===== config.mk =====
export PLATFORM = sky130hd
export DESIGN_NAME = scan_sequencer_flat
export DESIGN_NICKNAME = d
export VERILOG_FILES = /design/src/rtl/scan_sequencer_pkg.sv /design/src/rtl/scan_sequencer_if.sv /design/src/rtl/scan_sequencer_dwell_timer.sv /design/src/rtl/scan_sequencer.sv /design/src/flat_wrapper.sv
export SDC_FILE = /design/constraint.sdc
export NUM_CORES = 1
export LEC_CHECK = 0
export CAP_MARGIN = 40
export CORE_AREA = 2 2 39 41
export CTS_CLUSTER_DIAMETER = 80
export DETAILED_ROUTE_END_ITERATION = 8
export DIE_AREA = 0 0 41 43
export PLACE_DENSITY = 0.8
export SLEW_MARGIN = 20
export SYNTH_ARGS = -nofsm -noshare
export SYNTH_HDL_FRONTEND = slang
export SYNTH_HIERARCHICAL = 1
export SYNTH_SLANG_ARGS = --single-unit

===== constraint.sdc =====
create_clock -name clk -period 4.3 [get_ports clk]
set_clock_uncertainty 0.2 [all_clocks]
set_input_delay 0.86 -clock clk [delete_from_list [all_inputs] [get_ports clk]]
set_output_delay 0.86 -clock clk [all_outputs]
set_load 0.01 [all_outputs]

===== src/rtl/scan_sequencer_pkg.sv =====
// Shared types and code arithmetic for the scan sequencer and its sub-blocks.
package scan_pkg;

  typedef enum logic [1:0] {
    ST_IDLE   = 2'd0,
    ST_SCAN   = 2'd1,
    ST_MANUAL = 2'd2
  } scan_state_t;

  typedef logic [1:0] sel_code_t;

  localparam sel_code_t CODE_FIRST = 2'd0;
  localparam sel_code_t CODE_LAST  = 2'd3;

  function automatic sel_code_t next_code(sel_code_t c, logic dir);
    sel_code_t n;
    if (dir) begin
      n = c - 2'd1;
    end else begin
      n = c + 2'd1;
    end
    return n;
  endfunction

  // An advance wraps when it leaves the last code in the current direction.
  function automatic logic is_wrap(sel_code_t c, logic dir);
    logic w;
    if (dir) begin
      w = (c == CODE_FIRST);
    end else begin
      w = (c == CODE_LAST);
    end
    return w;
  endfunction

endpackage


===== src/rtl/scan_sequencer_if.sv =====
// Control inputs and select/status outputs of the scan sequencer, bundled as one port.
interface scan_sequencer_if;
  import scan_pkg::*;

  logic      en;
  logic      auto_mode;
  logic      dir;
  logic      step;
  logic      load;
  sel_code_t load_code;
  logic      x;
  logic      y;
  sel_code_t code;
  logic      code_valid;
  logic      change;
  logic      wrap;

  modport master (
    output en, auto_mode, dir, step, load, load_code,
    input  x, y, code, code_valid, change, wrap
  );

  modport slave (
    input  en, auto_mode, dir, step, load, load_code,
    output x, y, code, code_valid, change, wrap
  );

endinterface


===== src/rtl/scan_sequencer_dwell_timer.sv =====
// Dwell counter: counts 0..DWELL-1 while running and flags the last count.
module scan_dwell_timer #(
  parameter int DWELL   = 4,
  parameter int DWELL_W = (DWELL > 1) ? $clog2(DWELL) : 1
) (
  input  logic clk,
  input  logic rst_n,
  input  logic clr,
  input  logic run,
  output logic tick
);

  localparam logic [DWELL_W-1:0] LAST_COUNT = DWELL_W'(DWELL - 1);
  localparam logic [DWELL_W-1:0] ONE        = DWELL_W'(1);
  localparam logic [DWELL_W-1:0] ZERO       = DWELL_W'(0);

  logic [DWELL_W-1:0] count_r;

  assign tick = run && (count_r == LAST_COUNT);

  // Counter register; clear wins over counting, and the count rolls over on tick.
  always_ff @(posedge clk or negedge rst_n) begin
    if (!rst_n) begin
      count_r <= ZERO;
    end else if (clr) begin
      count_r <= ZERO;
    end else if (run) begin
      count_r <= tick ? ZERO : (count_r + ONE);
    end else begin
      count_r <= count_r;
    end
  end

endmodule


===== src/rtl/scan_sequencer.sv =====
// Select-code sequencer feeding a 2-to-4 one-hot decoder: timed or manual stepping,
// direction control, direct load, and change/wrap strobes.
module scan_sequencer
  import scan_pkg::*;
#(
  parameter int DWELL   = 4,
  parameter int DWELL_W = (DWELL > 1) ? $clog2(DWELL) : 1
) (
  input  logic             clk,
  input  logic             rst_n,
  scan_sequencer_if.slave  bus
);

  scan_state_t state_r;
  scan_state_t state_s;
  sel_code_t   code_r;
  sel_code_t   code_s;
  logic        step_prev_r;
  logic        valid_r;
  logic        change_r;
  logic        wrap_r;
  logic        tick_s;
  logic        clr_s;
  logic        run_s;
  logic        adv_s;
  logic        load_s;
  logic        wrap_s;

  scan_dwell_timer #(
    .DWELL   (DWELL),
    .DWELL_W (DWELL_W)
  ) u_dwell (
    .clk   (clk),
    .rst_n (rst_n),
    .clr   (clr_s),
    .run   (run_s),
    .tick  (tick_s)
  );

  // State register.
  always_ff @(posedge clk or negedge rst_n) begin
    if (!rst_n) begin
      state_r <= ST_IDLE;
    end else begin
      state_r <= state_s;
    end
  end

  // Next-state logic: en gates everything, auto_mode picks the running state.
  always_comb begin
    state_s = state_r;
    case (state_r)
      ST_IDLE, ST_SCAN, ST_MANUAL: begin
        if (!bus.en) begin
          state_s = ST_IDLE;
        end else if (bus.auto_mode) begin
          state_s = ST_SCAN;
        end else begin
          state_s = ST_MANUAL;
        end
      end
      default: state_s = ST_IDLE;
    endcase
  end

  // Advance/load decision; advances happen only while staying in the same running state.
  always_comb begin
    adv_s  = 1'b0;
    load_s = bus.load && bus.en && (state_r != ST_IDLE);
    if ((state_s == state_r) && (state_r == ST_SCAN)) begin
      adv_s = tick_s;
    end else if ((state_s == state_r) && (state_r == ST_MANUAL)) begin
      adv_s = bus.step && !step_prev_r;
    end else begin
      adv_s = 1'b0;
    end

    code_s = code_r;
    if (load_s) begin
      code_s = bus.load_code;
    end else if (adv_s) begin
      code_s = next_code(code_r, bus.dir);
    end else begin
      code_s = code_r;
    end

    wrap_s = adv_s && !load_s && is_wrap(code_r, bus.dir);
    clr_s  = (state_s != state_r) || load_s;
    run_s  = (state_r == ST_SCAN);
  end

  // Code register, step history and registered status strobes.
  always_ff @(posedge clk or negedge rst_n) begin
    if (!rst_n) begin
      code_r      <= CODE_FIRST;
      step_prev_r <= 1'b0;
      valid_r     <= 1'b0;
      change_r    <= 1'b0;
      wrap_r      <= 1'b0;
    end else begin
      code_r      <= code_s;
      step_prev_r <= bus.step;
      valid_r     <= (state_s != ST_IDLE);
      change_r    <= (code_s != code_r);
      wrap_r      <= wrap_s;
    end
  end

  assign bus.code       = code_r;
  assign bus.x          = code_r[1];
  assign bus.y          = code_r[0];
  assign bus.code_valid = valid_r;
  assign bus.change     = change_r;
  assign bus.wrap       = wrap_r;

endmodule


===== src/flat_wrapper.sv =====
// flat-port wrapper written by rule: the top's interface ports become plain ports
module scan_sequencer_flat import scan_pkg::*;
#(
  parameter int DWELL   = 4,
  parameter int DWELL_W = (DWELL > 1) ? $clog2(DWELL) : 1
)
  (clk, rst_n, bus_en, bus_auto_mode, bus_dir, bus_step, bus_load, bus_load_code, bus_x, bus_y, bus_code, bus_code_valid, bus_change, bus_wrap);
  scan_sequencer_if bus_i ();
  input  logic clk;
  input  logic rst_n;
  input wire logic [$bits(bus_i.en)-1:0] bus_en;
  input wire logic [$bits(bus_i.auto_mode)-1:0] bus_auto_mode;
  input wire logic [$bits(bus_i.dir)-1:0] bus_dir;
  input wire logic [$bits(bus_i.step)-1:0] bus_step;
  input wire logic [$bits(bus_i.load)-1:0] bus_load;
  input wire logic [$bits(bus_i.load_code)-1:0] bus_load_code;
  output wire logic [$bits(bus_i.x)-1:0] bus_x;
  output wire logic [$bits(bus_i.y)-1:0] bus_y;
  output wire logic [$bits(bus_i.code)-1:0] bus_code;
  output wire logic [$bits(bus_i.code_valid)-1:0] bus_code_valid;
  output wire logic [$bits(bus_i.change)-1:0] bus_change;
  output wire logic [$bits(bus_i.wrap)-1:0] bus_wrap;
  assign bus_i.en = bus_en;
  assign bus_i.auto_mode = bus_auto_mode;
  assign bus_i.dir = bus_dir;
  assign bus_i.step = bus_step;
  assign bus_i.load = bus_load;
  assign bus_i.load_code = bus_load_code;
  assign bus_x = bus_i.x;
  assign bus_y = bus_i.y;
  assign bus_code = bus_i.code;
  assign bus_code_valid = bus_i.code_valid;
  assign bus_change = bus_i.change;
  assign bus_wrap = bus_i.wrap;
  scan_sequencer #(.DWELL(DWELL), .DWELL_W(DWELL_W)) u_core (.clk(clk), .rst_n(rst_n), .bus(bus_i));
endmodule

== Word-level counts from Yosys, hierarchy flattened ==
Cells that the tools add are included.

* Bits in registers: 10
* Output and inout bits: 7

* Add/sub/neg operators: 3
* Equality and inequality tests: 7
* Muxes and demuxes: 12
* Reduce and logical (&&, ||, !) cells: 17

{| class="wikitable"
|+ Operators by type and width
! cell !! number
|-
| $mux 2 || 9
|-
| $logic_and 1x1->1 || 8
|-
| $eq 2x2->1 const B || 3
|-
| $reduce_bool 2->1 || 3
|-
| $add 2x1->2 const B || 2
|-
| $logic_not 2->1 || 2
|-
| $ne 2x2->1 || 2
|-
| $mux 1 || 3
|-
| $reduce_or 3->1 || 1
|-
| $eq 2x1->1 const B || 1
|-
| $eq 2x2->1 || 1
|-
| $logic_not 1->1 || 2
|-
| $sub 2x1->2 const B || 1
|-
| $logic_or 1x1->1 || 1
|}

== Depth between registers and ports, before layout ==
* Depth in word-level cells: 10
* Depth in mapped cells: 5
* Gate-level depth less buffers: 5

== By module ==
Netlist, hierarchy kept.

{| class="wikitable"
|+ Modules (own cells, without submodules)
! module !! times used !! cells each !! area each (um^2)
|-
| scan_sequencer || 1 || 40 || 417.9
|-
| scan_dwell_timer || 1 || 9 || 106.4
|}

== Worst setup path before layout ==
No wires, ideal clock.

* Kind: input -> register
* From: input port bus_step
* To: register u_core.code_r[1] (netlist: u_core/bus.code[1])
* Library setup time: 82 ps
* Arrival time: 1714 ps
* Slack: 2304 ps
* Stages on the path: 4
* Cells stage by stage: nor3b_1 > a22oi_1 > or3_1 > a31oi_1

* Longest elaborated chain between the ends: 5

{| class="wikitable"
|+ RTL lines
! item !! RTL line !! text
|-
| start: declaration || flat_wrapper.sv:14 || <nowiki>input wire logic [$bits(bus_i.step)-1:0] bus_step;</nowiki>
|-
| $logic_and 1x1->1 || scan_sequencer.sv:73 || <nowiki>adv_s = bus.step && !step_prev_r;</nowiki>
|-
| $mux 1 || scan_sequencer.sv:72 || <nowiki>end else if ((state_s == state_r) && (state_r == ST_MANUAL)) begin</nowiki>
|-
| $mux 1 || scan_sequencer.sv:70 || <nowiki>if ((state_s == state_r) && (state_r == ST_SCAN)) begin</nowiki>
|-
| $mux 2 || scan_sequencer.sv:81 || <nowiki>end else if (adv_s) begin</nowiki>
|-
| $mux 2 || scan_sequencer.sv:79 || <nowiki>if (load_s) begin</nowiki>
|-
| named net u_core.code_s[1] || scan_sequencer.sv:17 || <nowiki>sel_code_t code_s;</nowiki>
|-
| end signal: assignment || scan_sequencer.sv:101 || <nowiki>code_r <= code_s;</nowiki>
|-
| end: declaration || scan_sequencer.sv:16 || <nowiki>sel_code_t code_r;</nowiki>
|}

The timed path passes the listed nets, and every way through them passes these cells.
A chain may end at the register's enable or synchronous reset.

== Final worst setup path ==
* From: register u_core.code_r[0] (netlist: u_core/bus.code[0])
* To: output port bus_code[0]

{| class="wikitable"
|+ RTL lines
! item !! RTL line !! text
|-
| end: declaration || flat_wrapper.sv:19 || <nowiki>output wire logic [$bits(bus_i.code)-1:0] bus_code;</nowiki>
|}

No word-level cell between the ends.

==> flow_summary_export.csv <==
group,metric,value,unit
run_status,outcome,"complete, no violations",
timing,slew_headroom,69.5,%
timing,hold_viol_final,0,
power_and_ir_drop,p_int,189,µW
final_layout,multi_input_area,259,µm²
run,drv_cap,0,
timing,fmax,0.422,GHz
timing,rsz0062_at_grt,"false",
place,place.gp.congestion,0.715,
die,pin_count,16,
setup_path,slowest_stage,"clkdlybuf4s50_1",
detailed_routing,drtAntennaViolNets,0,
detailed_routing,drtPass1Iterations,4,
synth,synth_top_family_by_area,"simple AND/OR/NAND/NOR gates",
synth,synth_compound_area_share,15.3,%
final_layout,utilization,51.7,%
setup_path,cp.required,3.24,ns
place,dpl-instance-area,679,µm²
cts,cts_tree,"built",
grt,grt_overflow,0,
synth,synth_nets,59,
synth,syn_avg_cell_area,10.7,µm²
final_layout,syn2layout_area_growth,36.5,%
timing,setup_viol,0,
timing,finalWorstSetupSlack,1.93,ns
power_and_ir_drop,power_frac_seq,43.6,%
die,coreArea,1380,µm²
final_layout,seqCellArea,250,µm²
cts,cts-root-buf,"clkbuf_4",
detailed_routing,drtIter0Drc,5,
cts,cts_buffers,3,
detailed_routing,remaining_drc_errors,0,
place,pre_cts_slack,1.69,ns
synth,synth_area,524,µm²
synth,ys.flop_type,"dfrtp_1",
setup_path,path_max_fanout,7,
grt,grt_pass1_wl,1700,µm
synth,synth_seq_cells,10,
cts,clockBufferDepth,2,
grt,antenna_found_initial,0,
setup_path,critPathKind,"reg2out",
synth,synth.area.mux_share,1.91,%
place,numPortBuffers,15,
synth,synth_top_area_cell,"dfrtp_1",
final_layout,diodes,0,
detailed_routing,avgViaCountPerCell,5.10,
setup_path,cp.arrival,1.31,ns
worst_hold_path,hold_class,"reg2reg",
detailed_routing,vias,418,
timing,final.setup.tns,0,ns
power_and_ir_drop,switching_power,68.4,µW
power_and_ir_drop,power.leakage,0.000290,µW
die,rows,14,
synth,synth-edff-count,0,
synth,synthTopCellsByArea,"dfrtp_1, xor2_1, nor3b_1",
setup_path,endpoint_kind,"output port",
timing,post-route-period-util,55.1,%
synth,synthArstFlopShare,100,%
final_layout,fin_area,716,µm²
grt,grt_max_degree,11,
final_layout,fin_nets,77,
power_and_ir_drop,clockPowerShare,33.1,%
die,die_y,43,µm
die,dieArea,1760,µm²
setup_path,critPathTopFamily,"buffers and inverters",
cts,h-tree-depth,1,
synth,yosysWarnings,6,
setup_path,cp_cell_sequence,"clkdlybuf4s50_1",
timing,drv_slew,0,
synth,synth-simple-area-share,23.2,%
setup_path,critPathMaxStageDelay,0.58,ns
timing,worst_slew_pin_slew,0.457,ns
grt,grt.total_usage,14.6,%
final_layout,drive_gt1_share,7.58,%
cts,cts.sinks,10,
cts,clock_latency,0.27,ns
detailed_routing,wl,952,µm
power_and_ir_drop,combinationalPowerShare,23.3,%
synth,yosysMostFrequentCell,"dfrtp_1",
cts,path_clk_slew,0.07,ns
setup_path,reg2reg_slack,2.34,ns
place,hpwl,736,µm
synth,seq_area_frac_synth,47.7,%
cts,hold_buffers,0,
power_and_ir_drop,p_sw_share,26.5,%
power_and_ir_drop,power_density,360,nW/µm²
synth,yosys.area_share.xor_xnor,6.68,%
synth,syn_inst,49,
grt,grt_pass1_vias,435,
setup_path,crit_buf_inv,1,
synth,synth_top_cell_area_share,47.7,%
detailed_routing,wire_per_inst,11.6,µm
final_layout,fill_cells,146,
die,initial_utilization,37.9,%
cts,ctsResizeCount,0,
die,die_x,41,µm
power_and_ir_drop,peakVddDrop,0.000187,V
synth,synthAdderAreaFrac,2.39,%
synth,ys_top_cells_by_count,"dfrtp_1, a21oi_1",
cts,cts_setup_buffers,0,
timing,period_needed,2.37,ns
synth,synth_cell_types,24,
power_and_ir_drop,finalPower,258,µW
setup_path,startpoint_type,"register",
## power by group through the flow
stage          clock network (µW)  logic (µW)  registers, µW
2_1_floorplan                   0        30.1            115
3_3_place_gp                    0        59.5            114
3_5_place_dp                    0        60.3            114
4_1_cts                      88.2        60.6            112
5_1_grt                      91.7        66.3            115
6_report                     85.2        60.0            112
## placed cells by master (no fill, tap or decap)
master | synthesis | routed
xnor2_1 | 1 | 1
nor3_1 | 2 | 2
clkbuf_8 | 0 | 1
or3_1 | 1 | 1
clkdlybuf4s50_1 | 0 | 15
dfrtp_1 | 10 | 10
clkbuf_4 | 0 | 3
nor2b_1 | 3 | 3
o32a_1 | 1 | 1
mux2i_1 | 1 | 1
or3b_1 | 1 | 1
a22oi_1 | 2 | 2
nor2_1 | 3 | 3
and3b_1 | 1 | 1
a21oi_1 | 4 | 4
xor2_1 | 3 | 3
and2_1 | 2 | 2
ha_1 | 1 | 1
and4b_1 | 1 | 1
nand2b_1 | 2 | 2
a21oi_2 | 1 | 1
o211ai_1 | 1 | 1
o21ai_0 | 1 | 1
a21boi_0 | 1 | 1
a31oi_1 | 1 | 1
nor3b_1 | 3 | 3
## per-stage QoR
step	hold slack, ns	std cells
floorplan	0.290	49
global placement	0.311	78
detailed placement	0.324	78
CTS	0.340	82
global route	0.396	82
finish	0.338	82
## flip-flops by register name, summed over array words and instances (netlist names)
register                count
u_core/bus.code             2
u_core/state_r              2
u_core/bus.wrap             1
u_core/bus.change           1
u_core/step_prev_r          1
u_core/bus.code_valid       1
u_core/u_dwell/count_r      2
## final cells by class
type / instances / area share [%]
repair buffers: 15 / 21.0
clock buffers: 4 / 5.07
multi-input cells: 37 / 36.2
well taps: 16 / 2.80
flip-flops and latches: 10 / 35.0
## cell families (layout without fill, tap and decap cells)
family                     Yosys count  in the layout
muxes                                1              1
AOI/OAI and AO/OA                   12             12
and+or+nand+nor                     19             19
DFF                                 10             10
xor gates and xnor gates             4              4
buffers and inverters                2             19
adders and majority gates            1              1
## worst paths after layout
path,endpoint,depth (start not counted),start
hold / removal,u_core/u_dwell/count_r[1],2,u_core/u_dwell/count_r[1]
setup reg to reg,u_core/bus.code[1],5,u_core/state_r[0]
min in group asynchronous,u_core/step_prev_r,1,rst_n
max in group asynchronous,u_core/bus.code_valid,1,rst_n
hold reg to reg,u_core/u_dwell/count_r[1],2,u_core/u_dwell/count_r[1]
setup / recovery,bus_code[0],1,u_core/bus.code[0]
## layer usage
metal  vias to the layer above  share of wire (%)  GRT usage (%)
li1                        214                  -              -
met1                       187                 46           18.0
met2                        15                 44           21.3
met3                         2                7.4           3.66
met4                         0                1.9           10.0
met5                         -                  0              0
Power figures use the tool's default switching activity.
==> variant (same flow settings) <==
Re-encode `scan_state_t` (3 states) as one-hot, 3 bits wide.
--- a/src/rtl/scan_sequencer_pkg.sv
+++ b/src/rtl/scan_sequencer_pkg.sv
@@ -1,10 +1,10 @@
 // Shared types and code arithmetic for the scan sequencer and its sub-blocks.
 package scan_pkg;
 
-  typedef enum logic [1:0] {
-    ST_IDLE   = 2'd0,
-    ST_SCAN   = 2'd1,
-    ST_MANUAL = 2'd2
+  typedef enum logic [2:0] {
+    ST_IDLE   = 3'b001,
+    ST_SCAN   = 3'b010,
+    ST_MANUAL = 3'b100
   } scan_state_t;
 
   typedef logic [1:0] sel_code_t;
Function: no difference found for any inputs over 10 cycles, from zero or initial values and one cycle with rst_n low; not proved beyond that.
==> variant against the unedited design <==
- core utilization rose by 3.2 points
- power up 14%
- highest routed layer unchanged
- worst setup slack got worse by 420 ps
- routed wire length rose by 18%
- maximum frequency fell by 15%
- die area stayed put
- largest power group unchanged
- area after synthesis is 12% higher
- sequential cell count grew 1
- non-clock buffer count stayed put
- final area is 6.1% higher
==> variant: results (changes against the unedited design) <==
[status]
status = finished, final reports clean  ; unchanged

[clocking]
cts_setup_buffers = 0  ; unchanged
cts_root_buffer = clkbuf_4  ; unchanged
htreeDepth = 1  ; unchanged
numCtsBuffers = 3  ; unchanged

[logic_synthesis]
synthTopCellsByArea = dfrtp_1 43%, o21ai_0 5.1%, dfstp_2 4.5%  ; was dfrtp_1 48%, xor2_1 5.0%, nor3b_1 4.3%
synth_nets = 69  ; was 59
synth_ff_type = dfrtp_1  ; unchanged
synth_commonest_cells = 10 x dfrtp_1, 7 x nor2_1, 6 x o21ai_0  ; was 10 x dfrtp_1, 4 x a21oi_1
yosysWarningCount = 6  ; unchanged
synth.distinct_cells = 28  ; was 24
ys_seq_area_share_pct = 47.22  ; was 47.73%

[place]
gp_congestion = 0.8275  ; was 0.7146
post-dp-hpwl_um = 879.1  ; was 736.1 um
place_area_um2 = 733.2  ; was 679.4 um2

[finish]
fin_nets = 86  ; was 77
nFillCells = 126  ; was 146
drive_gt1_share_pct = 10.67  ; was 7.576%
largest_register = u_core/state_r

[timing]
worst_pin_slew_ps = 485.4  ; was 456.6 ps
final-setup-viol-count = 0  ; unchanged

[detailed_routing]
drtPass1Iterations = 4  ; unchanged
first_iter_violations = 8  ; was 5
wl_mm = 1.121  ; was 952 um
num_vias = 456  ; was 418

[power_and_ir_drop]
vdd_drop_max_v = 0.0002125  ; was 0.0001870 V
p_leak_nw = 0.3180  ; was 0.2902 nW

[floorplan]
start_util_pct = 42.31  ; was 37.88%

[grt]
antenna_found_initial = 0  ; unchanged
grt_pass1_vias = 422  ; was 435
grt_pass1_wl_mm = 1.876  ; was 1.697 mm
grtUsageTotal_pct = 16.50  ; was 14.62%
grt_start_max_net_pins = 12  ; was 11

[critical_path]
crit_arrival_ps = 2780  ; was 1310 ps

## variant: cell families after synthesis
logic type,count (synthesis),synth area share (%)
mux,1,1.709
fa+ha+maj,1,2.136
compound gates,11,11.11
buf+inv,5,5.128
flops,11,47.22
xor+xnor,5,7.480
simple gates,25,25.22
## variant: where the power goes
part	internal [W]	leakage [nW]	switching [W]
sequential	0.000117	0.141	0.0000194
combinational	0.0000520	0.162	0.0000367
clock	0.0000359	0.0150	0.0000323
total	0.000205	0.318	0.0000884
## variant: worst max-delay path, stage by stage
cell and delay [ps]:
clkdlybuf4s50_1 570, or4b_1 470, o32a_1 350, or3_1 360, a31oi_1 170
## variant: final cells by class
type / count / share of cell area [%]
multi-input cells: 43 / 36.74
flip-flops and latches: 11 / 36.41
repair buffers: 15 / 19.77
clock buffers: 4 / 3.460
well taps: 16 / 2.636
inverters: 2 / 0.9885
## variant: routing by layer
| layer | GRT usage (%) | wire, um | vias up |
|---|---|---|---|
| met2 | 24.69 | 582 | 11 |
| met3 | 6.283 | 53 | 2 |
| met5 | 0 | 0 | - |
| met4 | 6.000 | 7 | 0 |
| met1 | 20.88 | 478 | 209 |
| li1 | - | - | 234 |
## variant: worst paths after layout
kind	start	end	slack [ps]	cells after the start
worst min register to register	u_core/u_dwell/count_r[1]	u_core/u_dwell/count_r[1]	330	2
worst max register to register	u_core/state_r[1]	u_core/bus.code[1]	2110	6
min in group asynchronous	rst_n	u_core/bus.code[0]	720	1
max in group asynchronous	rst_n	u_core/state_r[0]	2830	1
worst min-delay path	u_core/u_dwell/count_r[1]	u_core/u_dwell/count_r[1]	330	2
worst max-delay path	bus_en	u_core/bus.code[1]	1510	5
## variant: metrics by stage
step           instances  util (%)  setup slack, ps
5_1_grt               91     54.88             1426
3_3_place_gp          87     52.98             1324
2_1_floorplan         59         -             1916
4_1_cts               91     54.88             1515
3_5_place_dp          87     52.98             1218
6_report              91     54.88             1509
